### src/rtl/md5_pkg.sv
// Shared MD5 tables, types and round helpers for the compression core.
package md5_pkg;

    typedef logic [31:0] word_t;

    typedef enum logic [1:0] {IDLE, RUN, FINAL, DONE} state_e;

    localparam word_t K_TAB [64] = '{
        32'hd76aa478, 32'he8c7b756, 32'h242070db, 32'hc1bdceee,
        32'hf57c0faf, 32'h4787c62a, 32'ha8304613, 32'hfd469501,
        32'h698098d8, 32'h8b44f7af, 32'hffff5bb1, 32'h895cd7be,
        32'h6b901122, 32'hfd987193, 32'ha679438e, 32'h49b40821,
        32'hf61e2562, 32'hc040b340, 32'h265e5a51, 32'he9b6c7aa,
        32'hd62f105d, 32'h02441453, 32'hd8a1e681, 32'he7d3fbc8,
        32'h21e1cde6, 32'hc33707d6, 32'hf4d50d87, 32'h455a14ed,
        32'ha9e3e905, 32'hfcefa3f8, 32'h676f02d9, 32'h8d2a4c8a,
        32'hfffa3942, 32'h8771f681, 32'h6d9d6122, 32'hfde5380c,
        32'ha4beea44, 32'h4bdecfa9, 32'hf6bb4b60, 32'hbebfbc70,
        32'h289b7ec6, 32'heaa127fa, 32'hd4ef3085, 32'h04881d05,
        32'hd9d4d039, 32'he6db99e5, 32'h1fa27cf8, 32'hc4ac5665,
        32'hf4292244, 32'h432aff97, 32'hab9423a7, 32'hfc93a039,
        32'h655b59c3, 32'h8f0ccc92, 32'hffeff47d, 32'h85845dd1,
        32'h6fa87e4f, 32'hfe2ce6e0, 32'ha3014314, 32'h4e0811a1,
        32'hf7537e82, 32'hbd3af235, 32'h2ad7d2bb, 32'heb86d391
    };

    localparam logic [4:0] S_TAB [64] = '{
        5'd7, 5'd12, 5'd17, 5'd22, 5'd7, 5'd12, 5'd17, 5'd22,
        5'd7, 5'd12, 5'd17, 5'd22, 5'd7, 5'd12, 5'd17, 5'd22,
        5'd5, 5'd9,  5'd14, 5'd20, 5'd5, 5'd9,  5'd14, 5'd20,
        5'd5, 5'd9,  5'd14, 5'd20, 5'd5, 5'd9,  5'd14, 5'd20,
        5'd4, 5'd11, 5'd16, 5'd23, 5'd4, 5'd11, 5'd16, 5'd23,
        5'd4, 5'd11, 5'd16, 5'd23, 5'd4, 5'd11, 5'd16, 5'd23,
        5'd6, 5'd10, 5'd15, 5'd21, 5'd6, 5'd10, 5'd15, 5'd21,
        5'd6, 5'd10, 5'd15, 5'd21, 5'd6, 5'd10, 5'd15, 5'd21
    };

    function automatic word_t md5_f(input logic [1:0] r, input word_t b, input word_t c,
                                    input word_t d);
        case (r)
            2'd0:    md5_f = (b & c) | (~b & d);
            2'd1:    md5_f = (b & d) | (c & ~d);
            2'd2:    md5_f = b ^ c ^ d;
            default: md5_f = c ^ (b | ~d);
        endcase
    endfunction

    // Message word index; arithmetic in 4 bits gives the mod-16 for free.
    function automatic logic [3:0] md5_g(input logic [5:0] i);
        logic [3:0] j;
        j = i[3:0];
        case (i[5:4])
            2'd0:    md5_g = j;
            2'd1:    md5_g = j * 4'd5 + 4'd1;
            2'd2:    md5_g = j * 4'd3 + 4'd5;
            default: md5_g = j * 4'd7;
        endcase
    endfunction

endpackage

### src/rtl/md5_step.sv
// One combinational MD5 step; chained STEPS_PER_CYCLE deep by the core.
module md5_step
    import md5_pkg::*;
(
    input  logic [1:0] r_in,
    input  logic [4:0] s_in,
    input  word_t      a_in,
    input  word_t      b_in,
    input  word_t      c_in,
    input  word_t      d_in,
    input  word_t      m_in,
    input  word_t      k_in,
    output word_t      a_out,
    output word_t      b_out,
    output word_t      c_out,
    output word_t      d_out
);

    word_t       tmp;
    logic [63:0] rot;

    always_comb begin
        tmp = a_in + md5_f(r_in, b_in, c_in, d_in) + m_in + k_in;
        rot = {tmp, tmp} << s_in;
    end

    assign a_out = d_in;
    assign b_out = b_in + rot[63:32];
    assign c_out = b_in;
    assign d_out = c_in;

endmodule

### src/rtl/md5_compress_core.sv
// Iterative MD5 compression: 64 steps at STEPS_PER_CYCLE per clock, then
// feed-forward add and an optional registered digest stage.
module md5_compress_core
    import md5_pkg::*;
#(
    parameter int STEPS_PER_CYCLE = 1,
    parameter bit OUT_REG         = 1'b1
) (
    input  logic         PCLK_IN,
    input  logic         PRESETN_IN,
    input  logic         blk_valid_in,
    output logic         blk_ready_out,
    input  logic [511:0] blk_data_in,
    input  logic [127:0] chain_in,
    output logic         dig_valid_out,
    input  logic         dig_ready_in,
    output logic [127:0] dig_out,
    output logic         busy_out
);

    localparam int SPC = STEPS_PER_CYCLE;

    state_e       state_q, state_d;
    logic [5:0]   i_q, i_d;
    logic [511:0] blk_q, blk_d;
    logic [127:0] chain_q, chain_d;
    word_t        a_q, b_q, c_q, d_q, a_d, b_d, c_d, d_d;
    logic [127:0] dig_q, dig_d;
    logic         dv_q, dv_d, ready_q, ready_d, busy_q, busy_d;

    logic [SPC:0][31:0] ca, cb, cc, cd;

    assign ca[0] = a_q;
    assign cb[0] = b_q;
    assign cc[0] = c_q;
    assign cd[0] = d_q;

    for (genvar k = 0; k < SPC; k++) begin : g_step
        logic [5:0] idx;
        word_t      m;
        assign idx = i_q + 6'(k);
        assign m   = blk_q[{md5_g(idx), 5'd0} +: 32];

        md5_step u_step (
            .r_in  (idx[5:4]),
            .s_in  (S_TAB[idx]),
            .a_in  (ca[k]),
            .b_in  (cb[k]),
            .c_in  (cc[k]),
            .d_in  (cd[k]),
            .m_in  (m),
            .k_in  (K_TAB[idx]),
            .a_out (ca[k+1]),
            .b_out (cb[k+1]),
            .c_out (cc[k+1]),
            .d_out (cd[k+1])
        );
    end

    always_comb begin
        state_d = state_q;
        i_d     = i_q;
        blk_d   = blk_q;
        chain_d = chain_q;
        a_d     = a_q;
        b_d     = b_q;
        c_d     = c_q;
        d_d     = d_q;
        dig_d   = dig_q;
        dv_d    = dv_q;
        case (state_q)
            IDLE: if (blk_valid_in) begin
                blk_d                = blk_data_in;
                chain_d              = chain_in;
                {d_d, c_d, b_d, a_d} = chain_in;
                i_d                  = '0;
                state_d              = RUN;
            end
            RUN: begin
                a_d = ca[SPC];
                b_d = cb[SPC];
                c_d = cc[SPC];
                d_d = cd[SPC];
                i_d = i_q + 6'(SPC);
                if (i_q == 6'(64 - SPC)) state_d = FINAL;
            end
            FINAL: begin
                a_d     = a_q + chain_q[31:0];
                b_d     = b_q + chain_q[63:32];
                c_d     = c_q + chain_q[95:64];
                d_d     = d_q + chain_q[127:96];
                state_d = DONE;
            end
            default: if (dig_valid_out && dig_ready_in) state_d = IDLE;
        endcase
        // Registered output spends one DONE cycle loading dig_q before valid rises.
        if (OUT_REG) begin
            if (state_q == DONE && !dv_q) begin
                dv_d  = 1'b1;
                dig_d = {d_q, c_q, b_q, a_q};
            end else if (dv_q && dig_ready_in) begin
                dv_d = 1'b0;
            end
        end else begin
            dv_d = (state_d == DONE);
        end
        ready_d = (state_d == IDLE);
        busy_d  = (state_d == RUN) || (state_d == FINAL);
    end

    always_ff @(posedge PCLK_IN or negedge PRESETN_IN) begin
        if (!PRESETN_IN) begin
            state_q <= IDLE;
            i_q     <= '0;
            blk_q   <= '0;
            chain_q <= '0;
            a_q     <= '0;
            b_q     <= '0;
            c_q     <= '0;
            d_q     <= '0;
            dig_q   <= '0;
            dv_q    <= 1'b0;
            ready_q <= 1'b1;
            busy_q  <= 1'b0;
        end else begin
            state_q <= state_d;
            i_q     <= i_d;
            blk_q   <= blk_d;
            chain_q <= chain_d;
            a_q     <= a_d;
            b_q     <= b_d;
            c_q     <= c_d;
            d_q     <= d_d;
            dig_q   <= dig_d;
            dv_q    <= dv_d;
            ready_q <= ready_d;
            busy_q  <= busy_d;
        end
    end

    assign blk_ready_out = ready_q;
    assign dig_valid_out = dv_q;
    assign busy_out      = busy_q;
    assign dig_out       = OUT_REG ? dig_q : {d_q, c_q, b_q, a_q};

endmodule

### config.mk
export PLATFORM = sky130hd
export DESIGN_NAME = md5_compress_core
export DESIGN_NICKNAME = d
export VERILOG_FILES = /design/src/rtl/md5_pkg.sv /design/src/rtl/md5_step.sv /design/src/rtl/md5_compress_core.sv
export SDC_FILE = /design/constraint.sdc
export NUM_CORES = 2
export LEC_CHECK = 0
export BUFFER_PORTS_ARGS = -buffer_cell sky130_fd_sc_hd__buf_2
export CORE_MARGIN = 2
export CORE_UTILIZATION = 58
export DETAILED_ROUTE_END_ITERATION = 7
export PLACE_DENSITY = 0.83
export SLEW_MARGIN = 20
export SYNTH_ARGS = -nofsm -noshare
export SYNTH_HDL_FRONTEND = slang
export SYNTH_SLANG_ARGS = --single-unit
### constraint.sdc
create_clock -name PCLK_IN -period 12.8 [get_ports PCLK_IN]
set_input_delay 1.28 -clock PCLK_IN [delete_from_list [all_inputs] [get_ports PCLK_IN]]
set_output_delay 1.28 -clock PCLK_IN [all_outputs]
set_load 0.03 [all_outputs]
==> metrics <==
part of the power in registers between 15 and 20%; number of hold buffers added after CTS 0; total via count after detailed routing roughly 54000; R2R Path Start i_q[0]$_DFFE_PN0P_; wirelength, routed ~240 mm; crit path DAT between 10000 and 15000 ps; most numerous cell types in the synthesized netlist sky130_fd_sc_hd__nand2_1 (2329), sky130_fd_sc_hd__dfrtp_1 (906), sky130_fd_sc_hd__clkbuf_1 (362); largest net degree at the start of global routing between 200 and 300; Tcrit/Tclk final 90.4%; synthesized net count roughly 7400; most used flip-flop cell after synthesis sky130_fd_sc_hd__dfrtp_1; core area roughly 0.095 mm2; critical path buffer and inverter count 5; cell leakage power ~34 nW; portion of synthesized cell area occupied by the leading cell type between 40% and 50%; total global routing track utilization 47.8%; post-layout min period approximately 12000 ps; fraction of final layout cells sized beyond drive strength 1 a little under a fifth; Die Footprint ~0.098 mm2; overall power between 20 and 25 mW; Via-to-Cell Ratio about 6.4; outcome complete, but fails checks; worst IR drop on VDD around 0.00057 V; clk_lat worst skew roughly 730 ps; Iteration-0 DRC Markers approximately 7700; Die Span X 314 um; CTS tree built; min-delay src blk_q[8]$_DFFE_PN0P_; first-pass GRT wire length around 350 mm; cell chosen for the clock root sky130_fd_sc_hd__clkbuf_16; Starting Density 58.6%; setup repair bufs after CTS 0; count of instances resized after the clock tree is built 0; pwr/cell area approximately 360 mW/mm2; WL per Instance around 28 um; WP data required ~13000 ps; dpl hpwl ~180 mm; Switching Power 11.8 mW; part of the total power dissipated in combinational logic ~70%; Worst setup SP type flop; path category of the worst min-delay check flop to flop; yosys warns 0; portion of the post-synthesis area used by sequential elements ~41%; violated checks DRC; distinct cell type count of the synthesized netlist 87; number of cells on the worst hold path 2; setup violators final 0; post-route ant nets 0; Clock transition at path regs ~60 ps; clock buffer depth 3; delay contributed by the slowest stage of the critical path roughly 550 ps; total of buffers placed on input and output ports ~770; count of placed standard cells including taps 8220; Final Hold Viols 0; number of optimization iterations in the first detailed-route pass 8; Inserted Clock Buffers 97; number of DRC violations after detailed routing 1; clock skew after layout ~56 ps; biggest area contributors in the synthesized netlist sky130_fd_sc_hd__dfrtp_1 (41%), sky130_fd_sc_hd__nand2_1 (16%), sky130_fd_sc_hd__mux4_2 (5.3%); cell type group with the largest total delay on the critical path compound AO/OA/AOI/OAI gates; Hold Path Sink blk_q[8]$_DFFE_PN0P_; gp weighted congestion 1.06; Die H 314 um; Area Overhead vs Synth 15.1%; Worst Reg-to-Reg Cells 43; total number of nets in the final design around 8000; max-capacitance violation count 0; RSZ-0062 raised after global routing no; switching share of total power between 50% and 60%; Post-Syn Area between 0.05 and 0.06 mm2; Final Slew Violations 0; Worst Path Class, Setup flop to flop; Achievable Freq roughly 0.086 GHz; peak fanout along the critical path 45; most common cell in the netlist sky130_fd_sc_hd__nand2_1; Least-Margin Pin Slew 1190 ps; largest area contributor in the synthesized netlist sky130_fd_sc_hd__dfrtp_1; count of flip-flops with a built-in enable after synthesis 0; number of antenna violations at the first check in global routing between 40 and 50; total grt overflow 0; Mapped Cells around 6500; worst reg2reg path endpoint b_q[30]$_DFFE_PN0P_; count of pins on the block boundary 775; final non-filler cell total approximately 8400; Synth Area per Inst 8.59 um2; headroom to the max-slew limit 20.2%; Internal Pwr Total ~11 mW; CTS sink cnt 907; H-tree levels 3; Register-to-Register Setup Slack roughly 1200 ps; Cell Rows between 100 and 150; Clk pwr share 12.7%; number of global-route vias before repair about 53000; endpoint type of the worst setup path flop; Total Negative Setup Slacks 0 ps; fill cell total of the finished layout between 7000 and 8000; Worst path slowest cell sky130_fd_sc_hd__mux4_2; proportion of register bits with asynchronous set or reset after synthesis 100%; count of state elements after synthesis between 900 and 1000
layout make-up:
type                            instances  area (um2)  share of cell area (%)
Clock buffer                          133        2730                    4.27
Tap cell                             1265        1580                    2.47
Antenna cell                           29        72.6                   0.113
Multi-Input combinational cell       5013       30900                    48.3
Timing Repair Buffer                  896        4980                    7.77
Clock inverter                         49         522                   0.814
Sequential cell                       907       22700                    35.5
Inverter                              140         526                   0.820
power groups by stage:
stage                     logic [mW]  clock network, mW  registers, mW
after floorplan                 10.7                  0           3.51
after global placement          15.3                  0           4.01
after detailed placement        15.4                  0           4.01
after CTS                       15.6               2.91           3.96
after global routing            17.4               3.03           4.01
final                           16.1               2.92           4.02
state kept, by name, indices dropped and copies added, names as in the netlist, 2 cells and up:
register,cells
state_q,2
a_q,32
c_q,32
d_q,32
b_q,32
dig_out,128
i_q,6
chain_q,128
blk_q,512
placed cells by master (no fill, tap or decap), types with 118 or more instances in the layout:
master / count
sky130_fd_sc_hd__nand2_1: 2327
sky130_fd_sc_hd__dfrtp_1: 903
sky130_fd_sc_hd__buf_2: 773
sky130_fd_sc_hd__a21oi_1: 328
sky130_fd_sc_hd__nor2_1: 301
sky130_fd_sc_hd__o21ai_0: 265
sky130_fd_sc_hd__ha_1: 192
sky130_fd_sc_hd__inv_1: 136
sky130_fd_sc_hd__xnor2_1: 135
sky130_fd_sc_hd__mux4_2: 130
sky130_fd_sc_hd__mux2_2: 118
metrics by stage:
step                area (um2)  utilization, %  setup WS [ps]  hold slack [ps]
global placement         60700            63.9           1550              450
floorplan                55600               -           1360              438
CTS                      63900            67.3           1440              473
global route             64000            67.4            474              485
finish                   64100            67.4           1230              471
detailed placement       60700            63.9           1460              458
worst max-delay path by stage:
stage,startpoint,endpoint,cells after the start
2_1_floorplan,i_q[0]$_DFFE_PN0P_,b_q[30]$_DFFE_PN0P_,45
3_3_place_gp,i_q[0]$_DFFE_PN0P_,b_q[30]$_DFFE_PN0P_,43
3_5_place_dp,i_q[0]$_DFFE_PN0P_,b_q[30]$_DFFE_PN0P_,43
4_1_cts,i_q[0]$_DFFE_PN0P_,b_q[30]$_DFFE_PN0P_,44
5_1_grt,i_q[0]$_DFFE_PN0P_,b_q[31]$_DFFE_PN0P_,42
6_report,i_q[0]$_DFFE_PN0P_,b_q[30]$_DFFE_PN0P_,43
metal layers:
metal / up-vias / GRT usage [%] / part of all wire (%)
met5: - / 0 / 0.091
met2: 3701 / 70.6 / 43
met3: 848 / 12.0 / 11
met1: 26328 / 61.8 / 37
li1: 23331 / - / -
met4: 32 / 33.8 / 8.6
worst reg2reg max path, delay by kind of cell (launching register included):
family	cells	cell delay, ps
compound gates	23	5020
flops	1	370
fa+ha+maj	6	2630
simple gates	6	1030
mux	3	1120
buf+inv	5	1290
cells by family after synthesis:
logic type,synth area share [%]
and+or+nand+nor,21.1
AOI/OAI and AO/OA,14.3
DFF,40.8
buffers and inverters,3.82
muxes,9.81
adders and majority gates,6.94
xor gates and xnor gates,3.30
(Power assumes the default switching activity.)
